--- config.mk ---
export PLATFORM = sky130hd
export DESIGN_NAME = register_file_wb
export DESIGN_NICKNAME = d
export VERILOG_FILES = /design/src/rtl/riscv_pkg.sv /design/src/rtl/pending_counter.sv /design/src/rtl/register_file_wb.sv
export SDC_FILE = /design/constraint.sdc
export NUM_CORES = 2
export LEC_CHECK = 0
export CORE_ASPECT_RATIO = 1.25
export CORE_MARGIN = 3
export CORE_UTILIZATION = 63
export DETAILED_ROUTE_END_ITERATION = 6
export GPL_TIMING_DRIVEN = 0
export PLACE_DENSITY_LB_ADDON = 0.05
export SETUP_SLACK_MARGIN = 0.1
export SLEW_MARGIN = 20
export SYNTH_ARGS = -nofsm -noshare
export SYNTH_HDL_FRONTEND = slang
export SYNTH_HIERARCHICAL = 1
export SYNTH_SLANG_ARGS = --single-unit
--- constraint.sdc ---
create_clock -name clk -period 5 [get_ports clk]
set_input_delay 1.25 -clock clk [delete_from_list [all_inputs] [get_ports clk]]
set_output_delay 1.25 -clock clk [all_outputs]
set_load 0.01 [all_outputs]
--- src/rtl/riscv_pkg.sv ---
// Shared integer-datapath definitions for the writeback/decode register file.
// Contents:
//   XLEN, REG_ADDR_W, NREG  - datapath width, register address width, register count
//   X0                      - address of the hardwired zero register
//   is_write_to             - helper: a valid write/issue targets a given register
package riscv_pkg;

  localparam int XLEN       = 32;
  localparam int REG_ADDR_W = 5;
  localparam int NREG       = 32;

  localparam logic [REG_ADDR_W-1:0] X0 = 5'd0;

  // True when a qualified access (valid) names register idx.
  function automatic logic is_write_to(input logic                  valid,
                                       input logic [REG_ADDR_W-1:0] addr,
                                       input logic [REG_ADDR_W-1:0] idx);
    return valid && (addr == idx);
  endfunction

endpackage

--- src/rtl/pending_counter.sv ---
// Outstanding-write counter for one architectural register.
// Ports:
//   clk, rst   - rising-edge clock, asynchronous active-low reset
//   inc        - an instruction writing this register issues this cycle
//   dec        - a write to this register retires this cycle
//   cnt        - number of writes currently in flight
//   sat_hit    - an increment was refused because the counter is full
module pending_counter #(
  parameter int CNT_W = 2
) (
  input  logic             clk,
  input  logic             rst,
  input  logic             inc,
  input  logic             dec,
  output logic [CNT_W-1:0] cnt,
  output logic             sat_hit
);

  localparam logic [CNT_W-1:0] CNT_MAX  = {CNT_W{1'b1}};
  localparam logic [CNT_W-1:0] CNT_ZERO = {CNT_W{1'b0}};
  localparam logic [CNT_W-1:0] CNT_ONE  = {{(CNT_W-1){1'b0}}, 1'b1};

  logic [CNT_W-1:0] cnt_r;

  // Count issues up and retirements down; saturate at both ends.
  always_ff @(posedge clk or negedge rst) begin
    if (!rst) begin
      cnt_r <= CNT_ZERO;
    end else if (inc && !dec) begin
      if (cnt_r != CNT_MAX) begin
        cnt_r <= cnt_r + CNT_ONE;
      end
    end else if (dec && !inc) begin
      // A retirement nobody counted (e.g. issued before reset) is legal.
      if (cnt_r != CNT_ZERO) begin
        cnt_r <= cnt_r - CNT_ONE;
      end
    end
  end

  assign cnt     = cnt_r;
  assign sat_hit = inc && !dec && (cnt_r == CNT_MAX);

endmodule

--- src/rtl/register_file_wb.sv ---
// Integer register file terminating the writeback path.
// Ports:
//   clk, rst                   - rising-edge clock, asynchronous active-low reset
//   RegWriteW, RdW, ResultW    - register write retiring from writeback
//   IssueD, RegWriteD, RdD     - instruction leaving decode and its destination
//   A1, A2 / RD1, RD2          - combinational read ports with write-first bypass
//   HazardD                    - a read source still has a write in flight
//   OvfErr                     - sticky: issue attempted on a saturated counter
module register_file_wb
  import riscv_pkg::*;
#(
  parameter int CNT_W = 2
) (
  input  logic                  clk,
  input  logic                  rst,
  input  logic                  RegWriteW,
  input  logic [REG_ADDR_W-1:0] RdW,
  input  logic [XLEN-1:0]       ResultW,
  input  logic                  IssueD,
  input  logic                  RegWriteD,
  input  logic [REG_ADDR_W-1:0] RdD,
  input  logic [REG_ADDR_W-1:0] A1,
  input  logic [REG_ADDR_W-1:0] A2,
  output logic [XLEN-1:0]       RD1,
  output logic [XLEN-1:0]       RD2,
  output logic                  HazardD,
  output logic                  OvfErr
);

  localparam logic [CNT_W-1:0] CNT_ONE = {{(CNT_W-1){1'b0}}, 1'b1};

  logic [XLEN-1:0]  regs_r [NREG];
  logic [CNT_W-1:0] cnt_s  [NREG];
  logic [NREG-1:1]  inc_s;
  logic [NREG-1:1]  dec_s;
  logic [NREG-1:1]  sat_hit_s;
  logic             ovf_err_r;
  logic [XLEN-1:0]  rd1_s;
  logic [XLEN-1:0]  rd2_s;
  logic             hazard_s;

  // Register storage; x0 is never written so it stays at its reset value.
  always_ff @(posedge clk or negedge rst) begin
    if (!rst) begin
      for (int i = 0; i < NREG; i++) begin
        regs_r[i] <= {XLEN{1'b0}};
      end
    end else if (RegWriteW && (RdW != X0)) begin
      regs_r[RdW] <= ResultW;
    end
  end

  assign cnt_s[0] = {CNT_W{1'b0}};

  generate
    for (genvar r = 1; r < NREG; r++) begin : g_cnt
      assign inc_s[r] = is_write_to(IssueD && RegWriteD, RdD, REG_ADDR_W'(r));
      assign dec_s[r] = is_write_to(RegWriteW, RdW, REG_ADDR_W'(r));

      pending_counter #(.CNT_W(CNT_W)) u_cnt (
        .clk     (clk),
        .rst     (rst),
        .inc     (inc_s[r]),
        .dec     (dec_s[r]),
        .cnt     (cnt_s[r]),
        .sat_hit (sat_hit_s[r])
      );
    end
  endgenerate

  // Write-first read: a value retiring this cycle wins over the stored copy.
  function automatic logic [XLEN-1:0] read_port(input logic [REG_ADDR_W-1:0] addr,
                                                input logic [XLEN-1:0]       stored);
    logic [XLEN-1:0] val;
    if (addr == X0) begin
      val = {XLEN{1'b0}};
    end else if (is_write_to(RegWriteW, RdW, addr)) begin
      val = ResultW;
    end else begin
      val = stored;
    end
    return val;
  endfunction

  // A single outstanding write that retires now is served by the bypass.
  function automatic logic port_hazard(input logic [REG_ADDR_W-1:0] addr,
                                       input logic [CNT_W-1:0]      cnt);
    logic haz;
    if (addr == X0) begin
      haz = 1'b0;
    end else if (cnt > CNT_ONE) begin
      haz = 1'b1;
    end else if (cnt == CNT_ONE) begin
      haz = !is_write_to(RegWriteW, RdW, addr);
    end else begin
      haz = 1'b0;
    end
    return haz;
  endfunction

  // Read muxes and hazard reduction; forced quiet while reset is asserted.
  always_comb begin
    rd1_s    = {XLEN{1'b0}};
    rd2_s    = {XLEN{1'b0}};
    hazard_s = 1'b0;
    if (rst) begin
      rd1_s    = read_port(A1, regs_r[A1]);
      rd2_s    = read_port(A2, regs_r[A2]);
      hazard_s = port_hazard(A1, cnt_s[A1]) || port_hazard(A2, cnt_s[A2]);
    end else begin
      rd1_s    = {XLEN{1'b0}};
      rd2_s    = {XLEN{1'b0}};
      hazard_s = 1'b0;
    end
  end

  // Sticky overflow flag, cleared only by reset.
  always_ff @(posedge clk or negedge rst) begin
    if (!rst) begin
      ovf_err_r <= 1'b0;
    end else if (|sat_hit_s) begin
      ovf_err_r <= 1'b1;
    end
  end

  assign RD1     = rd1_s;
  assign RD2     = rd2_s;
  assign HazardD = hazard_s;
  assign OvfErr  = ovf_err_r;

endmodule

# Word-level counts from Yosys, hierarchy flattened
# Index checks and enable logic that the tools add are counted.
word_totals:
  ff_bits: 1087
  latch_bits: 0
  ram_bits: 0
  rom_bits: 0
  in_bits: 57
  out_inout_bits: 66
  elab_cells: 801
  mem_count: 0
op_classes:
  n_addsub: 62
  multipliers: 0
  div_mod_pow: 0
  magnitude_cmp: 6
  eq_ne: 159
  n_shift: 0
  muxes: 154
  bitwise: 3
  reduce_logical: 353
ops:
  columns: ["cell", "count"]
  rows:
  - ["1024-bit bitwise mux", 1]
  - ["32-bit 2-to-1 mux", 11]
  - ["32-bit binary-select mux with 5-bit select", 2]
  - ["2-bit 2-to-1 mux", 128]
  - ["2-bit nonzero test", 93]
  - ["32-bit demux with 5-bit select", 1]
  - ["5-bit equality test, second input constant", 32]
  - ["1-bit logical AND", 160]
  - ["3-bit AND reduction", 31]
  - ["5-bit by 4-bit equality test with 1-bit output, second input constant", 16]
  - ["1-bit zero test", 64]
  - ["2-bit by 1-bit adder with 2-bit output, second input constant", 31]
  - ["2-bit equality test, second input constant", 31]
  - ["2-bit by 1-bit != test with 1-bit output, second input constant", 31]
  - ["2-bit != test, second input constant", 31]
  - ["2-bit by 1-bit subtractor with 2-bit output, second input constant", 31]
  - ["5-bit by 3-bit equality test with 1-bit output, second input constant", 8]
  - ["31-bit OR reduction", 1]
  - ["2-bit binary-select mux with 5-bit select", 2]
  - ["5-bit by 2-bit equality test with 1-bit output, second input constant", 4]
  - ["6-bit greater-or-equal comparator, second input constant", 3]
  - ["5-bit NOT with 6-bit output", 3]
  - ["5-bit by 1-bit equality test with 1-bit output, second input constant", 2]
  - ["5-bit equality test", 2]
  - ["other kinds (7)", 18]

# Logic depth before layout (Yosys ltp)
logic_depth:
  word_depth: 11
  mapped_depth: 12

# By module
# Netlist, hierarchy kept.
by_module_without_submodules:
  columns: ["module", "n_inst", "cells_per_inst", "area_each_um2"]
  rows:
  - ["register_file_wb", 1, 4853, 56585.5]
  - ["pending_counter", 31, 12, 116.4]

# Worst setup path before layout
# OpenSTA, ideal clock, no wires.
synth_timing:
  path_kind: "input port to output port"
  from: "input A1[0]"
  to: "output RD1[0]"
  arrival_ns: 3.031
  t_required_ns: 3.750
  slack_ns: 0.719
  path_stages: 7
  path_cell_list: "buf_2 > buf_2 > buf_2 > mux4_2 > a211oi_1 > a31oi_1 > a32o_1"
synth_between:
  elab_chain_cells: 7
  elab_cells_between_ends: 10
  classes_between: "1 x eq/ne; 6 x mux; 1 x bitwise; 2 x reduce/logical"
synth_rtl:
  columns: ["element", "line_no", "source"]
  rows:
  - ["from (decl)", "register_file_wb.sv:22", "input logic [REG_ADDR_W-1:0] A1,"]
  - ["5-bit NOT with 6-bit output (not written as such)", "register_file_wb.sv:107", "rd1_s = read_port(A1, regs_r[A1]);"]
  - ["32-bit binary-select mux with 5-bit select", "register_file_wb.sv:107", null]
  - ["32-bit 2-to-1 mux (not written as such) (2 in a row)", "register_file_wb.sv:107", null]
  - ["32-bit 2-to-1 mux", "register_file_wb.sv:77", "end else if (is_write_to(RegWriteW, RdW, addr)) begin"]
  - ["32-bit 2-to-1 mux *", "register_file_wb.sv:75", "if (addr == X0) begin"]
  - ["32-bit 2-to-1 mux *", "register_file_wb.sv:106", "if (rst) begin"]
  - ["to (decl)", "register_file_wb.sv:24", "output logic [XLEN-1:0] RD1,"]
# Mark *: on every way between the ends. The rest lies on a longest branch, timed or not. The select of a mux whose other input is x is not followed.

# Worst setup path after layout
layout_timing:
  from: "input RegWriteW"
  to: "register ovf_err_r (netlist: OvfErr)"
layout_between:
  elab_chain_cells: 5
  elab_cells_between_ends: 125
  classes_between: "125 x reduce/logical"
layout_rtl:
  columns: ["element", "line_no", "source"]
  rows:
  - ["from (decl)", "register_file_wb.sv:16", "input logic RegWriteW,"]
  - ["1-bit logical AND", "riscv_pkg.sv:18", "return valid && (addr == idx);"]
  - ["named net dec_s, one bit", "register_file_wb.sv:35", "logic [NREG-1:1] dec_s;"]
  - ["1-bit zero test", "pending_counter.sv:42", "assign sat_hit = inc && !dec && (cnt_r == CNT_MAX);"]
  - ["1-bit logical AND (2 in a row)", "pending_counter.sv:42", null]
  - ["named net sat_hit_s, one bit", "register_file_wb.sv:36", "logic [NREG-1:1] sat_hit_s;"]
  - ["31-bit OR reduction", "register_file_wb.sv:121", "end else if (|sat_hit_s) begin"]
  - ["to (signal assigned)", "register_file_wb.sv:120", "ovf_err_r <= 1'b0;"]
  - ["to (signal assigned)", "register_file_wb.sv:122", "ovf_err_r <= 1'b1;"]
  - ["to (decl)", "register_file_wb.sv:37", "logic ovf_err_r;"]
# The timed path passes the listed nets, and every way through them passes these cells.
# A chain may end at the register's enable or synchronous reset.

==> flow_metrics.py <==
metrics = {
    "detailed_routing": {
        "ant_nets": 0,
        "first_pass_iters": 7,
        "via_count": 52400,
        "route.detailed.drc": 22,
        "via_per_inst": 7.56,
        "wire_per_inst_um": 40.3,
        "drt_iter0_drc": 9009,
        "drt_wl_total_um": 279000,
    },
    "job": {
        "drv_cap": 0,
    },
    "sta": {
        "finClkSkew_ps": 17.5,
        "worstMarginPinSlew_ps": 1130,
        "max_freq_mhz": 185,
        "fin_hold_ws_ps": 376,
        "hold_viol": 0,
        "slew_headroom_pct": 24.3,
        "period_share_pct": 108,
        "fin_ws_ps": -409,
        "fin_tns_setup_ps": -673,
        "slew_viol_final": 0,
        "rsz0062_at_grt": "yes",
        "period_needed_ps": 5410,
        "setup_violations": 6,
    },
    "worst_setup_path": {
        "start_kind": "input port",
        "crit_arrival_ps": 6030,
        "cp.required_ps": 5630,
        "critical_path_class": "input port to register",
        "path_max_fanout": 10,
        "endpoint_kind": "register",
        "r2r_slack_ps": 2030,
    },
    "die": {
        "die_w_um": 282,
        "fp.coreArea_um2": 94600,
        "start_util_pct": 63.6,
        "ios": 123,
        "die_area_um2": 99300,
        "num_rows": 126,
        "die_height_um": 352,
    },
    "grt": {
        "grt_use_total_pct": 57.8,
        "grt_overflow": 0,
        "grt_max_degree": 145,
        "grt_pass1_wl_um": 390000,
        "grt_pass1_vias": 50600,
        "antenna_found_initial": 34,
    },
    "synth": {
        "synth_top_area_cell": "dfrtp_1",
        "synth_cell_type_count": 51,
        "netlist.area_leader.share_pct": 45.2,
        "yosys_warnings": 6,
        "synthArstFlopShare_pct": 100,
        "synth_area_per_cell_um2": 11.5,
        "yosysSeqAreaShare_pct": 45.2,
        "synthFlopType": "dfrtp_1",
        "synth.area.top_cells": "dfrtp_1, mux4_2, nand2_1, mux2_2, clkbuf_1",
        "synth_edf_count": 0,
        "syn-cell-area_um2": 60200,
        "netlist_instances": 5225,
        "ys_seq_elements": 1087,
        "syn_nets": 5313,
    },
    "layout": {
        "stdcell_area_um2": 71700,
        "syn_to_final_growth_pct": 19.2,
        "layout-drive-gt1-share_pct": 34.1,
        "fillers": 6112,
        "nets": 5678,
    },
    "power": {
        "p_per_area_nw_per_um2": 377,
        "vdd_drop_max_mv": 0.364,
        "p_leak_nw": 32.9,
        "power.total_mw": 27.0,
    },
    "clock_tree": {
        "cts_sinks": 1087,
        "clk_pin_slew_ps": 70,
        "hold_buffers": 0,
        "numCtsBuffers": 109,
        "clkLatencyLatePin_ps": 760,
        "htree_levels": 3,
        "cts_tree": "built",
        "clockBufferDepth": 3,
        "cts-root-buf": "clkbuf_16",
    },
    "placed_design": {
        "gp_congestion": 1.14,
        "placed_area_um2": 63100,
        "io_buffers": 111,
        "dpl.hpwl_um": 191000,
        "pre_cts_ws_ps": -2690,
    },
    "hold_path": {
        "worst_hold_path_type": "input port to asynchronous set/reset pin",
    },
    "outcome": {
        "status": "complete, but fails checks",
        "violations": "design-rule violations, negative setup slack",
    },
}
==> final timing paths <==
kind,start,endpoint,cells after the start
worst max-delay path,RegWriteW,OvfErr,11
worst max register to register,g_cnt[10].u_cnt/cnt[1],OvfErr,4
worst min-delay path,rst,regs_r[92],1
max in group asynchronous,rst,regs_r[898],3
min in group clk,regs_r[1007],regs_r[1007],1
worst min register to register,regs_r[1007],regs_r[1007],1
==> final cells by class <==
cell class	instances	area, um^2	share of cell area [%]
antenna	37	92.6	0.129
buffer	489	3880	5.41
clock buffer	168	3270	4.56
clock inverter	36	398	0.555
inverter	47	188	0.262
multi-input combinational	3602	32100	44.8
sequential	1087	27200	37.9
tap	1216	1520	2.12
timing repair buffer	254	3050	4.25
==> state kept, by name (all words and copies together), names as in the netlist <==
| name | count |
|---|---|
| OvfErr | 1 |
| g_cnt.u_cnt/cnt | 62 |
| regs_r | 1024 |
==> where the power goes <==
part | total, mW | internal, mW | leakage, nW | switching (mW)
Sequential | 11.6 | 10.3 | 14.1 | 1.32
Combinational | 6.74 | 3.16 | 17.0 | 3.58
Clock | 8.65 | 4.78 | 1.80 | 3.88
==> through the flow <==
step | instances | util [%]
detailed placement | 6561 | 66.7
CTS | 6820 | 74.5
global placement | 6552 | 66.4
floorplan | 5225 | -
global route | 6907 | 75.8
finish | 6936 | 75.8
==> per-layer routing <==
| layer | track usage (%) | wire [um] | up-vias |
|---|---|---|---|
| li1 | - | - | 19300 |
| met1 | 62.0 | 82100 | 26000 |
| met2 | 79.1 | 116000 | 5180 |
| met3 | 31.7 | 41900 | 1848 |
| met4 | 55.7 | 38800 | 16 |
| met5 | 7.69 | 676 | - |
==> kinds of logic after synthesis <==
kind of cell / Yosys count / share of synthesized area (%)
and+or+nand+nor: 1979 / 13.4
muxes: 1172 / 32.3
DFF: 1087 / 45.2
buffers and inverters: 536 / 3.83
AOI/OAI and AO/OA: 410 / 4.57
adders and majority gates: 31 / 0.644
xor gates and xnor gates: 10 / 0.146
==> worst max-delay path, stage by stage <==
cell and delay, ps:
clkbuf_2 300, or3b_2 490, clkbuf_1 260, nor2_4 330
buf_2 390, clkinvlp_4 380, ha_1 340, and3_2 220
nor4_1 510, nand4_1 950, or2_4 570
==> cells in the mapped netlist, types with 7 or more instances <==
cell,n
nand2_1,1657
dfrtp_1,1087
mux4_2,560
mux2_2,541
clkbuf_1,281
buf_2,124
a211oi_1,97
nor2_1,89
nor2b_1,72
mux2i_1,71
a31oi_1,62
and2_1,62
o21ai_0,55
buf_1,54
inv_1,47
a21oi_1,46
o21ai_1,32
a32o_1,31
and3_2,31
ha_1,31
o21bai_1,31
buf_4,22
o31ai_1,21
o22ai_1,12
nor3_1,10
nor4_1,10
nand2b_1,9
nand3_1,8
nor3b_1,8
xor2_1,8
buf_6,7
==> placed cells by master (no fill, tap or decap), types with 22 or more instances in the layout <==
cell / n
clkbuf_8: 45
a211oi_4: 37
o21bai_1: 31
buf_1: 39
dfrtp_1: 1087
o21ai_1: 31
a211oi_2: 33
clkdlybuf4s50_1: 40
buf_12: 48
clkinv_2: 22
a31oi_1: 62
clkbuf_2: 55
mux2i_1: 59
clkbuf_1: 222
and2_1: 60
a21oi_1: 43
and3_2: 32
diode_2: 37
dlygate4sd2_1: 33
buf_8: 27
buf_16: 38
a211oi_1: 27
clkbuf_16: 119
buf_6: 34
buf_4: 108
clkbuf_4: 27
ha_1: 31
mux4_2: 560
o21ai_0: 32
buf_2: 43
nor2b_1: 70
nor2_1: 67
nand2_1: 1655
mux2_2: 541
inv_1: 44
==> timing repair <==
action | in CTS | in global routing
buffers inserted | 38 | 74
resized for setup | 828 | 150
endpoints found under the setup margin | 66 | 51
pin swaps | 47 | 43
gates cloned | 17 | 5
No activity file was read; power rests on OpenSTA's default activity.
